--- config.mk ---
export PLATFORM = sky130hd
export DESIGN_NAME = scan_chain_driver
export DESIGN_NICKNAME = d
export VERILOG_FILES = /design/src/rtl/qtcore_scan_pkg.sv /design/src/rtl/scan_chain_driver.sv
export SDC_FILE = /design/constraint.sdc
export NUM_CORES = 1
export LEC_CHECK = 0
export CORE_MARGIN = 1
export CORE_UTILIZATION = 40
export CTS_BUF_LIST = sky130_fd_sc_hd__clkbuf_4 sky130_fd_sc_hd__clkbuf_8 sky130_fd_sc_hd__clkbuf_16
export DETAILED_ROUTE_END_ITERATION = 6
export GPL_TIMING_DRIVEN = 0
export SLEW_MARGIN = 20
export SYNTH_ARGS = -nofsm -noshare
export SYNTH_HDL_FRONTEND = slang
export SYNTH_SLANG_ARGS = --single-unit
--- constraint.sdc ---
create_clock -name clk -period 3.1 [get_ports clk]
set_clock_uncertainty 0.15 [all_clocks]
set_input_delay 0.465 -clock clk [delete_from_list [all_inputs] [get_ports clk]]
set_output_delay 0.465 -clock clk [all_outputs]
set_load 0.005 [all_outputs]
--- src/rtl/qtcore_scan_pkg.sv ---
// Shared definitions for the scan-chain host driver: FSM encoding, byte width
// and a constant-foldable clog2 for deriving counter widths.
package qtcore_scan_pkg;

    localparam int unsigned ByteW = 8;

    typedef enum logic [4:0] {
        StIdle  = 5'b00001,
        StLoad  = 5'b00010,
        StShift = 5'b00100,
        StEmit  = 5'b01000,
        StDone  = 5'b10000
    } scan_state_e;

    function automatic int clog2(input int value);
        int r;
        r = 0;
        for (int i = 0; i < 31; i++) begin
            if ((64'd1 << i) < 64'(value)) begin
                r = i + 1;
            end
        end
        return r;
    endfunction

endpackage

--- src/rtl/scan_chain_driver.sv ---
// Host-side scan-chain master: serialises host bytes into the chain LSB first while
// capturing the bits leaving it, and holds the core stopped for the whole pass.
module scan_chain_driver
    import qtcore_scan_pkg::*;
#(
    parameter int unsigned CHAIN_LEN = 24
) (
    input  logic                 clk,
    input  logic                 rst,
    input  logic                 start,
    input  logic                 run_req,
    output logic                 processor_enable,
    output logic                 busy,
    output logic                 done,
    input  logic [ByteW-1:0]     in_data,
    input  logic                 in_valid,
    output logic                 in_ready,
    output logic [ByteW-1:0]     out_data,
    output logic                 out_valid,
    input  logic                 out_ready,
    output logic                 scan_enable,
    output logic                 chain_scan_in,
    input  logic                 chain_scan_out
);

    localparam int unsigned CNT_W = clog2(CHAIN_LEN + 1);

    scan_state_e      state_q, state_d;
    logic [ByteW-1:0] shreg_q, shreg_d;
    logic [3:0]       n_q, n_d;
    logic [2:0]       bit_cnt_q, bit_cnt_d;
    logic [CNT_W-1:0] bits_left_q, bits_left_d;

    always_ff @(posedge clk or posedge rst) begin
        if (rst) begin
            state_q     <= StIdle;
            shreg_q     <= '0;
            n_q         <= '0;
            bit_cnt_q   <= '0;
            bits_left_q <= '0;
        end else begin
            state_q     <= state_d;
            shreg_q     <= shreg_d;
            n_q         <= n_d;
            bit_cnt_q   <= bit_cnt_d;
            bits_left_q <= bits_left_d;
        end
    end

    always_comb begin
        state_d     = state_q;
        shreg_d     = shreg_q;
        n_d         = n_q;
        bit_cnt_d   = bit_cnt_q;
        bits_left_d = bits_left_q;
        unique case (state_q)
            StIdle: begin
                if (start) begin
                    state_d     = StLoad;
                    bits_left_d = CNT_W'(CHAIN_LEN);
                end
            end
            StLoad: begin
                if (in_valid) begin
                    shreg_d   = in_data;
                    n_d       = (32'(bits_left_q) < ByteW) ? 4'(bits_left_q) : 4'(ByteW);
                    bit_cnt_d = '0;
                    state_d   = StShift;
                end
            end
            StShift: begin
                // Capture the chain's outgoing bit at the top as ours leaves at the bottom.
                shreg_d     = {chain_scan_out, shreg_q[ByteW-1:1]};
                bit_cnt_d   = bit_cnt_q + 3'd1;
                bits_left_d = bits_left_q - CNT_W'(1);
                if (bit_cnt_q == 3'(n_q - 4'd1)) begin
                    state_d = StEmit;
                end
            end
            StEmit: begin
                if (out_ready) begin
                    state_d = (bits_left_q == '0) ? StDone : StLoad;
                end
            end
            StDone: begin
                state_d = StIdle;
            end
            default: begin
                state_d = StIdle;
            end
        endcase
    end

    assign busy             = (state_q != StIdle);
    assign done             = (state_q == StDone);
    assign in_ready         = (state_q == StLoad);
    assign out_valid        = (state_q == StEmit);
    assign scan_enable      = (state_q == StShift);
    assign chain_scan_in    = scan_enable & shreg_q[0];
    assign processor_enable = run_req & ~busy;

    // A partial last byte sits in the top n bits; shift it down so the unused bits read 0.
    assign out_data = out_valid ? (shreg_q >> (4'(ByteW) - n_q)) : '0;

endmodule

==> results.py, run 1 <==
metrics = {
    "global_route": {
        "antenna_found_initial": 0,
        "overall_global_routing_resource_usage": 0.1879,
        "grt_first_pass_wirelength_mm": 6.106,
        "first_global_vias": 1281,
        "globalRoute.totalOverflow": 0,
        "grt_max_degree": 26,
    },
    "synthesis": {
        "synth_top_area_cell": "dfrtp_1",
        "share_of_the_synthesized_area_in_the_top_cell_type": 0.3750,
        "synth-edff-count": 0,
        "synth_cells": 169,
        "synth_nets": 188,
        "synth-main-ff-cell": "dfrtp_1",
        "ys_warn_count": 0,
        "syn-cell-area_sq_um": 1602,
        "netlist-cell-type-count": 47,
        "synth-seq-area-share": 0.3914,
        "ys_seq_elements": 25,
        "yosys-top-cells-area": "dfrtp_1 (38%), mux2i_1 (6.9%), mux4_2 (5.6%)",
        "post_synth.cell_area_avg_sq_um": 9.477,
        "synth-async-reset-ratio": 1.000,
    },
    "detailed_routing": {
        "detailroute.via_count": 1369,
        "dr_wl_met3_microns": 112,
        "route.antenna.remaining_nets": 0,
        "top_signal_layer_used": "met4",
        "dr_drc_count": 0,
        "drtIter0Drc": 68,
        "detailroute.wirelength.met2_mm": 1.594,
        "firstDrtPassIters": 4,
        "vias_per_cell": 5.369,
        "finalWirelength_mm": 3.598,
        "met1_length_mm": 1.852,
        "wl_per_cell_microns": 14.11,
    },
    "setup_path": {
        "slowest_stage": "clkdlybuf4s50_1",
        "required_ns": 2.48,
        "critPathTopFamily": "buffers and inverters",
        "arrival_ns": 2.35,
        "critical_path.cell_chain": "buf_6 -> inv_2 -> ha_4 -> mux2i_1 -> o22a_1 -> or2_2 -> a21oi_1 -> clkdlybuf4s50_1",
        "worst_setup_start_kind": "register",
        "worst-setup-path-type": "reg -> out",
        "crit_path_max_fanout": 4,
        "critPathCaptureType": "output port",
        "max_stage_delay_ns": 0.51,
        "cp_num_buf_inv": 3,
    },
    "placed_design": {
        "port-buffer-count": 29,
        "placed_cell_area_sq_um": 1952,
        "gp_routability_congestion": 0.8255,
        "hpwl_after_dpl_mm": 2.720,
    },
    "die": {
        "ios": 30,
        "design.core.area_sq_um": 3744,
        "floorplan.die.height_microns": 65.28,
        "fp.dieArea_sq_um": 4261,
        "floorplan.rows": 22,
        "floorplan.initialDensity": 0.4278,
        "die_width_microns": 65.28,
    },
    "min_path": {
        "hp-class": "reg -> reg",
    },
    "clock_tree": {
        "clock_sink_count": 25,
        "cts_made_buffers": 3,
        "clock_tree.root_cell": "clkbuf_8",
        "cts.htree.levels": 1,
        "clkTransAtPathRegs_ns": 0.09,
        "max-clock-path-buffers": 2,
        "insertion_delay_ns": 0.27,
        "tritoncts": "yes",
    },
    "timing": {
        "grt_setup_unrepaired": "false",
        "final_max_slew_viol_count": 0,
        "final-hold-violation-count": 0,
        "max_freq_mhz": 337.3,
        "timing.max_slew.rel_slack": 0.3970,
        "max_slew.worst_pin.slew_ns": 0.8989,
        "setup_viol": 0,
        "hold-worst-slack_ns": 0.3952,
        "post-route-period-util": 0.9563,
        "finalWorstPathRequiredPeriod_ns": 2.964,
        "setup_tns_ns": 0,
    },
    "finish": {
        "layout-drive-gt1-share": 0.1498,
        "multiInputGateArea_sq_um": 938.4,
        "syn_to_final_growth_pct": 29.69,
        "final_nets": 227,
        "finalInstanceArea_sq_um": 2077,
        "insertedDiodeCount": 0,
        "ff_latch_area_sq_um": 626.9,
        "finalCoreUtilization": 0.5548,
        "fill_cell_total_of_the_finished_layout": 365,
    },
    "pwr": {
        "power_per_cell_area_nw_per_um2": 674.5,
        "max-vdd-ir-drop_mv": 0.3514,
        "static-leakage-power_nw": 0.8970,
    },
    "job": {
        "maxCapViolCount": 0,
    },
    "outcome": {
        "status": "complete, no violations",
    },
}
==> worst register-to-register path, stage by stage, from the launching register on <==
cell and delay, ns:
dfrtp_1 0.53, xor3_1 0.49, o311ai_2 0.30, o2111ai_1 0.19
nor3_1 0.23
==> cell usage in the layout (no fill, tap or decap), types with 2 or more instances in the layout <==
master,netlist,routed
o211ai_1,2,2
ha_1,4,3
nor4_1,2,2
clkdlybuf4s50_1,0,29
nor3_1,3,3
nand3_1,7,7
xnor2_1,3,2
mux4_2,4,4
clkbuf_8,0,3
dfrtp_1,24,24
nand2b_1,2,2
clkbuf_1,4,3
nor2_1,13,13
mux2i_1,11,11
or2_2,2,2
nand2_1,21,21
nand3b_1,2,2
nor2b_1,2,2
a21oi_1,13,13
nor3b_1,2,2
buf_4,0,5
o21ai_0,10,10
buf_6,1,2
inv_1,9,7
==> report_power, final <==
part | internal [W] | switching (W)
registers | 0.000439 | 0.000139
logic | 0.000339 | 0.000286
clock network | 0.0000900 | 0.000108
total | 0.000868 | 0.000533
==> Yosys cell counts (2+ instances only) <==
cell and n:
nor4_1 2, xor2_1 2, dfrtp_1 24, xnor2_1 3
mux4_2 4, a21oi_1 13, nand3b_1 2, nor2_1 13
ha_1 4, buf_2 2, nor2b_1 2, o211ai_1 2
or2_2 2, inv_1 9, nor3b_1 2, nand2b_1 2
nand2_1 21, mux2i_1 11, clkbuf_1 4, nand3_1 7
o21ai_0 10, nor3_1 3
==> per-layer routing <==
layer	up-vias	global-route usage
met2	33	0.2925
met4	0	0.04891
met3	4	0.02604
met1	646	0.2726
met5	-	0
li1	686	-
==> worst paths after layout <==
path | startpoint | endpoint | slack [ns] | depth (start not counted)
setup / recovery | n_q[0] | out_data[1] | 0.14 | 8
hold / removal | n_q[3] | n_q[3] | 0.40 | 2
setup reg to reg | n_q[2] | state_q[4] | 1.13 | 4
hold reg to reg | n_q[3] | n_q[3] | 0.40 | 2
max in group asynchronous | rst | shreg_q[4] | 1.95 | 2
min in group asynchronous | rst | shreg_q[7] | 0.42 | 2
==> per-stage QoR <==
step           std cells  total power [W]  worst slack, ns
2_1_floorplan        169        0.0009775           0.6583
3_3_place_gp         246         0.001147         -0.03423
3_5_place_dp         246         0.001170         -0.04874
4_1_cts              251         0.001374          0.01947
5_1_grt              255         0.001501          0.03448
6_report             255         0.001401           0.1355
==> registers in the layout (all words and copies together) (netlist names) <==
register	flops
state_q	5
bits_left_q	5
n_q	4
bit_cnt_q	3
shreg_q	8
==> cells by family after synthesis <==
group	share of synthesized area
fa+ha+maj	0.03125
flops	0.3914
buf+inv	0.04375
xor+xnor	0.04219
compound gates	0.1531
simple gates	0.2063
mux	0.1320
==> what timing repair did <==
action / 4_1_cts / 5_1_grt
hold buffers: 0 / 0
buffers inserted: 1 / 4
pin swaps: 0 / 1
endpoints found under the setup margin: 8 / 8
resized for setup: 4 / 4
==> area by class of cell <==
class / instances / share of cell area
multi-input cells: 128 / 0.4518
flip-flops and latches: 25 / 0.3018
repair buffers: 34 / 0.1578
well taps: 48 / 0.02892
plain buffers: 7 / 0.02108
clock buffers: 3 / 0.01988
inverters: 9 / 0.01627
clock inverters: 1 / 0.002410
Power figures use the tool's default switching activity.
==> run 2: changes to the inputs <==
--- a/config.mk
+++ b/config.mk
@@ -5,6 +5,7 @@
 export SDC_FILE = /design/constraint.sdc
 export NUM_CORES = 1
 export LEC_CHECK = 0
+export ABC_AREA = 1
 export CORE_MARGIN = 1
 export CORE_UTILIZATION = 40
 export CTS_BUF_LIST = sky130_fd_sc_hd__clkbuf_4 sky130_fd_sc_hd__clkbuf_8 sky130_fd_sc_hd__clkbuf_16
==> run 2 against run 1 <==
- utilization shrank 3.2 points
- critical path depth unchanged
- largest cell class unchanged
- synthesized area is 6.6% higher
- clock power is 5% higher
- combinational power increased by 53%
- sequential share of layout area decreased by 0.55 points
==> results.py, run 2 <==
metrics = {
    "die": {
        "floorplan.initialDensity": 0.4209,
        "ios": 30,
        "floorplan.die.height_microns": 67.35,
        "design.core.area_sq_um": 4058,
        "floorplan.rows": 23,
        "die_width_microns": 67.35,
        "fp.dieArea_sq_um": 4535,
    },
    "synthesis": {
        "synth-main-ff-cell": "dfrtp_1",
        "synth-seq-area-share": 0.3670,
        "synth-edff-count": 0,
        "syn-cell-area_sq_um": 1708,
        "synth_top_area_cell": "dfrtp_1",
        "synth_cells": 223,
        "yosys-top-cells-area": "dfrtp_1 (35%), nand2_1 (13%), inv_1 (7.0%)",
        "yosysMostFrequentCell": "nand2_1",
        "ys_warn_count": 0,
        "share_of_the_synthesized_area_in_the_top_cell_type": 0.3516,
        "synth_nets": 242,
        "ys_seq_elements": 25,
        "top_post_synthesis_cells_by_count": "nand2_1 (60), inv_1 (32), dfrtp_1 (24)",
        "post_synth.cell_area_avg_sq_um": 7.659,
        "netlist-cell-type-count": 32,
        "synth-async-reset-ratio": 1.000,
    },
    "global_route": {
        "antenna_found_initial": 0,
        "overall_global_routing_resource_usage": 0.1833,
        "grt_max_degree": 26,
        "globalRoute.totalOverflow": 0,
        "grt_first_pass_wirelength_mm": 6.279,
        "first_global_vias": 1364,
    },
    "setup_path": {
        "arrival_ns": 2.28,
        "reg2reg_from": "n_q[0]",
        "timing.rr.end": "state_q[1]",
        "worst_setup_start_kind": "register",
        "worst-setup-path-type": "reg -> out",
        "crit_path_max_fanout": 7,
        "critPathCaptureType": "output port",
        "register_to_register_setup_slack_ns": 1.28,
        "required_ns": 2.48,
        "r2r_cells": 10,
        "crit_start": "n_q[0]",
    },
    "timing": {
        "timing.max_slew.rel_slack": 0.3704,
        "setup_viol": 0,
        "final-hold-violation-count": 0,
        "post-route-period-util": 0.9330,
        "final_max_slew_viol_count": 0,
        "finalWorstPathRequiredPeriod_ns": 2.892,
        "setup_tns_ns": 0,
        "max_freq_mhz": 345.7,
        "max_slew.worst_pin.slew_ns": 0.9386,
        "finalWorstSetupSlack_ns": 0.2077,
        "grt_setup_unrepaired": "false",
    },
    "finish": {
        "syn_to_final_growth_pct": 24.10,
        "finalInstanceArea_sq_um": 2120,
        "finalCoreUtilization": 0.5224,
        "max_ffs_per_register": 8,
        "most_flops_register": "shreg_q",
        "final-instance-count-excl-fill": 306,
        "layout_top_registers": "shreg_q x8, bits_left_q x5, state_q x5",
        "fill_cell_total_of_the_finished_layout": 383,
        "leading_cell_type_in_the_layout_fill_and_taps_excluded": "nand2_1",
        "layout-drive-gt1-share": 0.1758,
        "insertedDiodeCount": 0,
        "final_nets": 276,
        "commonest_cells_after_routing_fill_and_taps_aside": "nand2_1 (60), inv_1 (31), clkdlybuf4s50_1 (29)",
    },
    "placed_design": {
        "port-buffer-count": 29,
        "pre_cts_setup_slack_ns": 0.3721,
        "gp_routability_congestion": 0.7828,
        "post-place-cells": 302,
        "placed_cell_area_sq_um": 2061,
        "hpwl_after_dpl_mm": 2.797,
    },
    "detailed_routing": {
        "drtIter0Drc": 63,
        "route.antenna.remaining_nets": 0,
        "dr_drc_count": 0,
        "detailroute.via_count": 1495,
        "firstDrtPassIters": 4,
        "finalWirelength_mm": 3.734,
        "vias_per_cell": 4.886,
        "wl_per_cell_microns": 12.20,
    },
    "pwr": {
        "max-vdd-ir-drop_mv": 0.3075,
        "power_per_cell_area_nw_per_um2": 804.0,
        "static-leakage-power_nw": 0.9581,
    },
    "clock_tree": {
        "insertion_delay_ns": 0.27,
        "cts_made_buffers": 3,
        "clock_tree.root_cell": "clkbuf_8",
        "tritoncts": "yes",
        "cts.htree.levels": 1,
        "max-clock-path-buffers": 2,
        "clkTransAtPathRegs_ns": 0.10,
        "postCtsSetupBuffers": 0,
        "clock_sink_count": 25,
        "ctsHoldBuffers": 0,
        "cts-resized-gates": 0,
    },
    "min_path": {
        "holdPathStages": 1,
        "worst_hold_path.endpoint": "n_q[3]",
        "hp-class": "reg -> reg",
        "holdCritStartpoint": "n_q[3]",
    },
    "outcome": {
        "status": "complete, no violations",
    },
    "job": {
        "maxCapViolCount": 0,
    },
}
## run 2: metal layers
layer  vias to the layer above  global-route usage  share of wire
met3                         2             0.02534          0.032
met1                       672              0.2547           0.50
met5                         -                   0              0
met4                         0             0.03191         0.0051
met2                        29              0.3038           0.46
li1                        792                   -              -
## run 2: worst max-delay path: stages, from the launching register on
cell and delay, ns:
dfrtp_2 0.46, inv_2 0.14, ha_1 0.20, xor2_2 0.27
inv_1 0.15, o21ai_0 0.10, nand2_1 0.07, nor2_1 0.11
clkdlybuf4s50_1 0.51
## run 2: how the worst max path moves through the flow
stage                       end  slack, ns
detailed placement  out_data[3]       0.37
floorplan           out_data[1]       1.09
global placement    out_data[3]       0.37
global route        out_data[0]       0.02
CTS                 out_data[3]       0.05
finish              out_data[3]       0.21
## run 2: cells by family (layout without fill, tap and decap cells)
logic type / after synthesis / in the layout / share of synthesized area
AO/OA/AOI/OAI: 43 / 43 / 0.1868
flip-flops: 25 / 25 / 0.3670
adder cells (fa/ha/maj): 4 / 4 / 0.02931
AND/OR/NAND/NOR: 106 / 106 / 0.2828
buffers and inverters: 42 / 75 / 0.1187
XOR/XNOR: 3 / 3 / 0.01539
## run 2: report_power, final
part / total, W / switching, W / internal, W
sequential: 0.000537 / 0.0000837 / 0.000453
combinational: 0.000959 / 0.000581 / 0.000378
clock: 0.000208 / 0.000117 / 0.0000913
total: 0.00170 / 0.000782 / 0.000922
## run 2: layout make-up
type                    instances  area (sq um)  share of cell area
clock inverters                 1         7.507            0.003542
flip-flops and latches         25         628.1              0.2963
plain buffers                   6         63.81             0.03011
inverters                      36         140.1             0.06612
multi-input cells             156         885.9              0.4179
clock buffers                   3         41.29             0.01948
well taps                      50         62.56             0.02952
repair buffers                 29         290.3              0.1370
## run 2: per-stage QoR
| stage | power, W | hold WS (ns) |
|---|---|---|
| finish | 0.001704 | 0.3708 |
| global route | 0.001885 | 0.4208 |
| CTS | 0.001704 | 0.3763 |
| detailed placement | 0.001493 | 0.3524 |
| global placement | 0.001487 | 0.3485 |
| floorplan | 0.001265 | 0.3358 |
==> run 3: changes to the inputs <==
--- a/config.mk
+++ b/config.mk
@@ -5,7 +5,6 @@
 export SDC_FILE = /design/constraint.sdc
 export NUM_CORES = 1
 export LEC_CHECK = 0
-export ABC_AREA = 1
 export CORE_MARGIN = 1
 export CORE_UTILIZATION = 40
 export CTS_BUF_LIST = sky130_fd_sc_hd__clkbuf_4 sky130_fd_sc_hd__clkbuf_8 sky130_fd_sc_hd__clkbuf_16
==> results of run 3 <==
Final layout, timing and power as in run 1 (identical DEF).
